## src/rtl/uart_frame_loader_pkg.sv

```systemverilog
// Shared definitions for the LED-cube UART frame loader: framing constants,
// FSM state encoding and the running checksum helper.
package uart_frame_loader_pkg;

    localparam logic [7:0] HEADER      = 8'hF2;
    localparam int         FRAME_BYTES = 64;
    localparam int         IDX_W       = 6;
    localparam int         DEF_TIMEOUT = 100000;
    localparam int         DEF_TMR_W   = 17;

    typedef enum logic [1:0] {
        ST_IDLE  = 2'd0,
        ST_LOAD  = 2'd1,
        ST_CHECK = 2'd2
    } state_t;

    // Running XOR checksum over the payload bytes.
    function automatic logic [7:0] chk_update(input logic [7:0] chk, input logic [7:0] data);
        return chk ^ data;
    endfunction

endpackage

```

## src/rtl/uart_frame_loader_frame_timer.sv

```systemverilog
// Inter-byte idle timer. Counts while a frame is in progress, clears on every
// received byte and is held at zero whenever it is not running.
module uart_frame_loader_frame_timer #(
    parameter int TIMEOUT = 100000,
    parameter int TMR_W   = 17
) (
    input  logic clk,
    input  logic rst,
    input  logic clear,
    input  logic run,
    output logic expire
);

    logic [TMR_W-1:0] timer_r;

    // Idle counter: zero on reset, on a byte, or outside a frame; otherwise count up.
    always_ff @(posedge clk) begin
        if (rst) begin
            timer_r <= {TMR_W{1'b0}};
        end else if (clear || !run) begin
            timer_r <= {TMR_W{1'b0}};
        end else begin
            timer_r <= timer_r + {{(TMR_W-1){1'b0}}, 1'b1};
        end
    end

    // Expiry is flagged on the last allowed idle cycle; the caller gives a byte priority.
    assign expire = run && (timer_r == TMR_W'(TIMEOUT - 1));

endmodule

```

## src/rtl/uart_frame_loader.sv

```systemverilog
// UART frame loader for the LED cube. Frames HEADER + 64 payload bytes + XOR
// checksum into the back half of a double-buffered frame RAM and swaps the
// displayed buffer only when the checksum matches.
module uart_frame_loader
    import uart_frame_loader_pkg::*;
#(
    parameter int TIMEOUT = DEF_TIMEOUT,
    parameter int TMR_W   = DEF_TMR_W
) (
    input  logic             clk_100M,
    input  logic             rst,
    input  logic             byte_valid,
    input  logic [7:0]       byte_in,
    output logic             rx_en,
    output logic             wr_en,
    output logic [IDX_W:0]   wr_addr,
    output logic [7:0]       wr_data,
    output logic             disp_buf,
    output logic             frame_done,
    output logic             frame_err
);

    state_t           state_r;
    logic [IDX_W-1:0] idx_r;
    logic [7:0]       chk_r;
    logic             run_s;
    logic             expire_s;

    // The timer only runs while a frame is being received or awaits its checksum.
    assign run_s = (state_r == ST_LOAD) || (state_r == ST_CHECK);

    uart_frame_loader_frame_timer #(
        .TIMEOUT (TIMEOUT),
        .TMR_W   (TMR_W)
    ) u_timer (
        .clk    (clk_100M),
        .rst    (rst),
        .clear  (byte_valid),
        .run    (run_s),
        .expire (expire_s)
    );

    // Framing FSM with registered write port, buffer select and status pulses.
    always_ff @(posedge clk_100M) begin
        if (rst) begin
            state_r    <= ST_IDLE;
            idx_r      <= {IDX_W{1'b0}};
            chk_r      <= 8'h00;
            rx_en      <= 1'b1;
            wr_en      <= 1'b0;
            wr_addr    <= {(IDX_W+1){1'b0}};
            wr_data    <= 8'h00;
            disp_buf   <= 1'b0;
            frame_done <= 1'b0;
            frame_err  <= 1'b0;
        end else begin
            rx_en      <= 1'b1;
            wr_en      <= 1'b0;
            frame_done <= 1'b0;
            frame_err  <= 1'b0;
            case (state_r)
                ST_IDLE: begin
                    if (byte_valid && (byte_in == HEADER)) begin
                        state_r <= ST_LOAD;
                        idx_r   <= {IDX_W{1'b0}};
                        chk_r   <= 8'h00;
                    end else begin
                        state_r <= ST_IDLE;
                    end
                end
                ST_LOAD: begin
                    if (byte_valid) begin
                        // A HEADER value here is ordinary payload.
                        wr_en   <= 1'b1;
                        wr_addr <= {~disp_buf, idx_r};
                        wr_data <= byte_in;
                        chk_r   <= chk_update(chk_r, byte_in);
                        idx_r   <= idx_r + {{(IDX_W-1){1'b0}}, 1'b1};
                        if (idx_r == IDX_W'(FRAME_BYTES - 1)) begin
                            state_r <= ST_CHECK;
                        end else begin
                            state_r <= ST_LOAD;
                        end
                    end else if (expire_s) begin
                        frame_err <= 1'b1;
                        state_r   <= ST_IDLE;
                    end else begin
                        state_r <= ST_LOAD;
                    end
                end
                ST_CHECK: begin
                    if (byte_valid) begin
                        if (byte_in == chk_r) begin
                            disp_buf   <= ~disp_buf;
                            frame_done <= 1'b1;
                        end else begin
                            frame_err  <= 1'b1;
                        end
                        state_r <= ST_IDLE;
                    end else if (expire_s) begin
                        frame_err <= 1'b1;
                        state_r   <= ST_IDLE;
                    end else begin
                        state_r <= ST_CHECK;
                    end
                end
                default: begin
                    state_r <= ST_IDLE;
                end
            endcase
        end
    end

endmodule

```

## config.mk

```make
export PLATFORM = sky130hd
export DESIGN_NAME = uart_frame_loader
export DESIGN_NICKNAME = d
export VERILOG_FILES = /design/src/rtl/uart_frame_loader_pkg.sv /design/src/rtl/uart_frame_loader_frame_timer.sv /design/src/rtl/uart_frame_loader.sv
export SDC_FILE = /design/constraint.sdc
export NUM_CORES = 1
export LEC_CHECK = 0
export BUFFER_PORTS_ARGS = -buffer_cell sky130_fd_sc_hd__buf_4
export CAP_MARGIN = 40
export CORE_UTILIZATION = 50
export CTS_CLUSTER_DIAMETER = 80
export DETAILED_ROUTE_END_ITERATION = 7
export PLACE_DENSITY = 0.7
export RECOVER_POWER = 100
export SLEW_MARGIN = 10
export SYNTH_ARGS = -nofsm -noshare
export SYNTH_HDL_FRONTEND = slang
export SYNTH_SLANG_ARGS = --single-unit
```

## constraint.sdc

```tcl
create_clock -name clk_100M -period 3.4 [get_ports clk_100M]
set_clock_uncertainty 0.05 [all_clocks]
set_input_delay 0.51 -clock clk_100M [delete_from_list [all_inputs] [get_ports clk_100M]]
set_output_delay 0.51 -clock clk_100M [all_outputs]
set_load 0.005 [all_outputs]
```

# ---- After elaboration in Yosys (flattened, before gate mapping)
# Cells that the tools add are included.
dict set report totals {
  register_bits 52
  in_bits 11
  word_cells 58
}
dict set report classes {
  addsub 2
  n_eq_ne 8
  mux 20
  bitwise 5
  n_reduce_logical 13
}
# operator count
set ops {}
lappend ops {{$add A17 B1 Y17 const B} 1}
lappend ops {{$eq A17 B17 Y1 const B} 1}
lappend ops {{$mux W8} 2}
lappend ops {{$pmux W8 S2} 1}
lappend ops {{$mux W6} 2}
lappend ops {{$pmux W6 S2} 1}
lappend ops {{$eq A8 B8 Y1} 1}
lappend ops {{$eq A8 B8 Y1 const B} 1}
lappend ops {{$mux W1} 8}
lappend ops {{$mux W2} 4}
lappend ops {{$xor A8 B8 Y8} 1}
lappend ops {{$add A6 B1 Y6 const B} 1}
lappend ops {{$eq A6 B6 Y1 const B} 1}
lappend ops {{$pmux W2 S3} 1}
lappend ops {{$reduce_and A3 Y1} 2}
lappend ops {{$ne A2 B2 Y1 const B} 2}
lappend ops {{$not A1 Y1} 4}
lappend ops {{$reduce_or A2 Y1} 2}
lappend ops {{$reduce_or A3 Y1} 1}
lappend ops {{$eq A2 B1 Y1 const B} 1}
lappend ops {{$eq A2 B2 Y1 const B} 1}
lappend ops {{$logic_and A1 B1 Y1} 2}
lappend ops {{$logic_not A2 Y1} 1}
lappend ops {{$logic_or A1 B1 Y1} 2}
lappend ops {{4 further kinds} 4}

# ---- Longest topological paths before layout
dict set report depth {
  depth_word 6
  mapped_depth 7
  mapped_depth_nobuf 6
}

# ---- Modules after synthesis
# From an unflattened synthesis, not the netlist that was laid out.
dict set report unflattened {
  cells_unflattened 283
  hier_area_um2 2409.8
}
# module n_inst cells_each area_each_um2
set modules_own_cells {}
lappend modules_own_cells {uart_frame_loader 1 188 1604.0}
lappend modules_own_cells {uart_frame_loader_frame_timer 1 95 805.8}

# ---- Worst setup path before layout
# Ideal clock, no wire load.
dict set report synth_path {
  path_kind {input to register}
  start {input byte_valid}
  end {register chk_r[7]}
  arrival_time_ns 1.664
  required_time_ns 3.279
  setup_slack_ns 1.615
  cell_stages 5
  n_path_buf 1
  cell_sequence {buf_2 > and2_1 > a32oi_4 > or4b_1 > a21oi_1}
}
dict set report synth_between {
  elab_chain_cells 3
  word_cells_on_any_way 4
  cone_classes {eq/ne (2); reduce/logical (2)}
}
# element line_no
set synth_rtl {}
lappend synth_rtl {{start, declared} uart_frame_loader.sv:12} ;# input logic byte_valid,
lappend synth_rtl {{$logic_and A1 B1 Y1} uart_frame_loader.sv:63} ;# if (byte_valid && (byte_in == HEADER)) begin
lappend synth_rtl {{$ne A2 B2 Y1 (no line)} --}
lappend synth_rtl {{$reduce_and A3 Y1 (no line) (*)} --}
lappend synth_rtl {{end signal, assigned} uart_frame_loader.sv:77} ;# chk_r <= chk_update(chk_r, byte_in);
lappend synth_rtl {{end, declared} uart_frame_loader.sv:25} ;# logic [7:0] chk_r;
# Every way passes the cells marked *; elsewhere a longest branch is shown, timed or not.
# A chain may end at the register's enable or synchronous reset.

# ---- Final worst setup path
dict set report layout_path {
  start {register state_r[1]}
  end {register chk_r[4]}
}
dict set report layout_between {
  elab_chain_cells 3
  word_cells_on_any_way 7
  cone_classes {eq/ne (3); mux (1); reduce/logical (3)}
}
# element line_no
set layout_rtl {}
lappend layout_rtl {{start, declared} uart_frame_loader.sv:23} ;# state_t state_r;
lappend layout_rtl {{start signal, assigned} uart_frame_loader.sv:46} ;# state_r <= ST_IDLE;
lappend layout_rtl {{start signal, assigned} uart_frame_loader.sv:64} ;# state_r <= ST_LOAD;
lappend layout_rtl {{start signal, assigned} uart_frame_loader.sv:68} ;# state_r <= ST_IDLE;
lappend layout_rtl {{$eq A2 B1 Y1 / $logic_not A2 Y1 (equally long branches)} uart_frame_loader.sv:61} ;# case (state_r)
lappend layout_rtl {{$ne A2 B2 Y1 (no line) / $reduce_bool A2 Y1 (equally long branches)} --}
lappend layout_rtl {{$reduce_and A3 Y1 (no line)} --}
# Several ways; a longest one is shown, not always the timed one.

==> metrics.yaml <==
status: "completed"
yosysUniqueCellTypes: 44
clk_latency_ps: 300
cts.sinks: 52
antennaDiodeCount: 0
cp-end-kind: "flip-flop"
grtUsageTotal_pct: 21.0
reg2reg_depth: 5
wl_per_cell_um: 13.7
postCtsHoldBufs: 0
maxCapViolCount: 0
start_kind: "flip-flop"
dp.cells: 351
synth_area_mm2: 0.00243
cp.required_ps: 3580
tritoncts: "built"
leakage_uw: 0.000936
slew_headroom_pct: 43.4
async_flop_share_pct: 0
crit_family: "simple AND/OR/NAND/NOR gates"
globalplace.congestion: 0.756
yosysWarnings: 0
die_h_um: 71.7
synth_top_area_cell: "dfxtp_1"
grt_max_degree: 35
synth_flop_cell: "dfxtp_1"
cpMaxStageDelayCell: "or4b_1"
syn_to_final_growth_pct: 13.9
netlist.area_leader.share_pct: 42.8
rsz0062_at_grt: "false"
hold_viol_final: 0
die_area_mm2: 0.00514
crit_arrival_ps: 2340
stdcell_count: 359
path_depth: 5
pin_count: 31
worstMarginPinSlew_ps: 847
cts_max_level: 2
min_path_type: "flip-flop to flip-flop"
final_nets: 323
overflow: 0
drtPass1Iterations: 4
ctsRootBufferMaster: "clkbuf_8"
drive_gt1_share_pct: 13.4
critPathBufInv: 1
synth_common_cells: "52 x dfxtp_1, 36 x a21oi_1, 36 x nand2_1"
synthesis.nets: 302
postSynthCellCount: 285
coreArea_mm2: 0.00450
hpwl_um: 3380
ant_nets: 0
initial_utilization_pct: 53.9
synth-edff-count: 0
dr_total_vias: 2032
synth.area.top_cells: "dfxtp_1 43%, a21oi_1 7.4%, nand2_1 5.6%, xnor2_1 5.0%, o21ai_0 3.5%"
initialDrtViolationCount: 125
fp.dieW_um: 71.7
drv_slew: 0
cts_inserted_buffers: 5
grt_pass1_wl_um: 8590
fin_tns_setup_ps: 0
drc_errors: 0
ir_drop_mv: 0.268
ctsResizeCount: 0
post_cts_buffers: 0
antenna_found_initial: 0
critPathKind: "flip-flop to flip-flop"
p_per_area_mw_per_mm2: 399
row_count: 24
cp_max_fo: 27
fin_crit_ps: 2160
max_freq_mhz: 462
holdPathStages: 2
avgViaCountPerCell: 5.66
port-buffer-count: 29
synth_most_common_cell: "dfxtp_1"
cts.reportedPaths.clkPinSlew_ps: 100
crit_chain: "inv_1, ha_1, nand2_1, or4b_1, a21oi_1"
finalSetupViolCount: 0
grt_pass1_vias: 1971
clockBufferDepth: 2
yosysSeqAreaShare_pct: 42.8
slowest_delay_ps: 660
synth-seq-cells: 52
post-route-period-util_pct: 63.6
wl_um: 4920
syn_area_per_cell_um2: 8.53
path summary, 6_finish.rpt:
check / from / endpoint / slack [ps]
worst max register to register: state_r[1]$_SDFF_PP0_ / chk_r[4]$_SDFFE_PP0P_ / 1240
worst max-delay path: state_r[1]$_SDFF_PP0_ / chk_r[4]$_SDFFE_PP0P_ / 1240
worst min-delay path: wr_data[1]$_SDFFE_PP0P_ / wr_data[1]$_SDFFE_PP0P_ / 410
worst min register to register: wr_data[1]$_SDFFE_PP0P_ / wr_data[1]$_SDFFE_PP0P_ / 410
report_power, final:
part / total, uW / switching (uW) / internal (uW)
Sequential: 609 / 0.0705 / 609
Clock: 458 / 198 / 260
Combinational: 38.0 / 22.4 / 15.6
Total: 1100 / 221 / 884
registers in the layout (all words and copies together) (netlist names):
register and flops:
frame_err 1, chk_r 8, disp_buf 1, u_timer.timer_r 17, frame_done 1, idx_r 6, wr_en 1, wr_data 8
wr_addr 7, state_r 2
layer usage:
layer	vias up	track usage [%]	wire length, um
met5	-	0	0
met4	0	6.54	58
met3	6	4.92	191
met2	40	35.8	2330
met1	940	26.3	2340
li1	1046	-	-
worst register-to-register path, stage by stage, from the launching register on:
cell and delay, ps:
dfxtp_1 330, inv_1 70, ha_1 290, nand2_1 550, or4b_1 660, a21oi_1 140
layout make-up:
cell class	instances	area, um^2
fillers	423	1740
multi-input cells	210	1290
flip-flops and latches	52	1040
repair buffers	29	218
clock buffers	7	96.3
well taps	52	65.1
clock inverters	1	30.0
inverters	8	30.0
cells by family (layout without fill, tap and decap cells):
family | Yosys count | in the layout | synth area share [%]
simple gates | 116 | 116 | 26.0
buf+inv | 23 | 45 | 4.17
other cells | 1 | 1 | 0.154
mux | 1 | 1 | 0.463
fa+ha+maj | 6 | 6 | 3.09
flops | 52 | 52 | 42.8
compound gates | 68 | 68 | 16.8
xor+xnor | 18 | 18 | 6.49
layout by cell type, fill, tap and decap left out, types with 3 or more instances in the layout:
cell / synthesis / layout
a21oi_1: 36 / 36
ha_1: 6 / 6
xnor2_1: 14 / 14
nand3_1: 7 / 7
o21ai_0: 17 / 17
dfxtp_1: 52 / 52
nor2_1: 19 / 19
or3_1: 8 / 8
nand2_1: 36 / 36
xor2_1: 4 / 4
and3_1: 4 / 4
or4_1: 3 / 3
or4b_1: 8 / 8
nand4_1: 10 / 10
clkbuf_8: 0 / 7
inv_1: 7 / 7
a21boi_0: 0 / 3
buf_4: 1 / 10
nor2b_1: 4 / 4
clkbuf_4: 0 / 19
through the flow:
| step | power, uW | setup slack [ps] | util, % | area (um^2) | hold WS (ps) |
|---|---|---|---|---|---|
| final | 1100 | 1240 | 61.4 | 2770 | 407 |
| after global routing | 1150 | 1070 | 61.4 | 2770 | 425 |
| after CTS | 1120 | 1210 | 61.4 | 2770 | 411 |
| after detailed placement | 661 | 1240 | 58.6 | 2640 | 397 |
| after global placement | 661 | 1260 | 58.6 | 2640 | 392 |
| after floorplan | 643 | 1620 | - | 2430 | 380 |
Power figures use the tool's default switching activity.
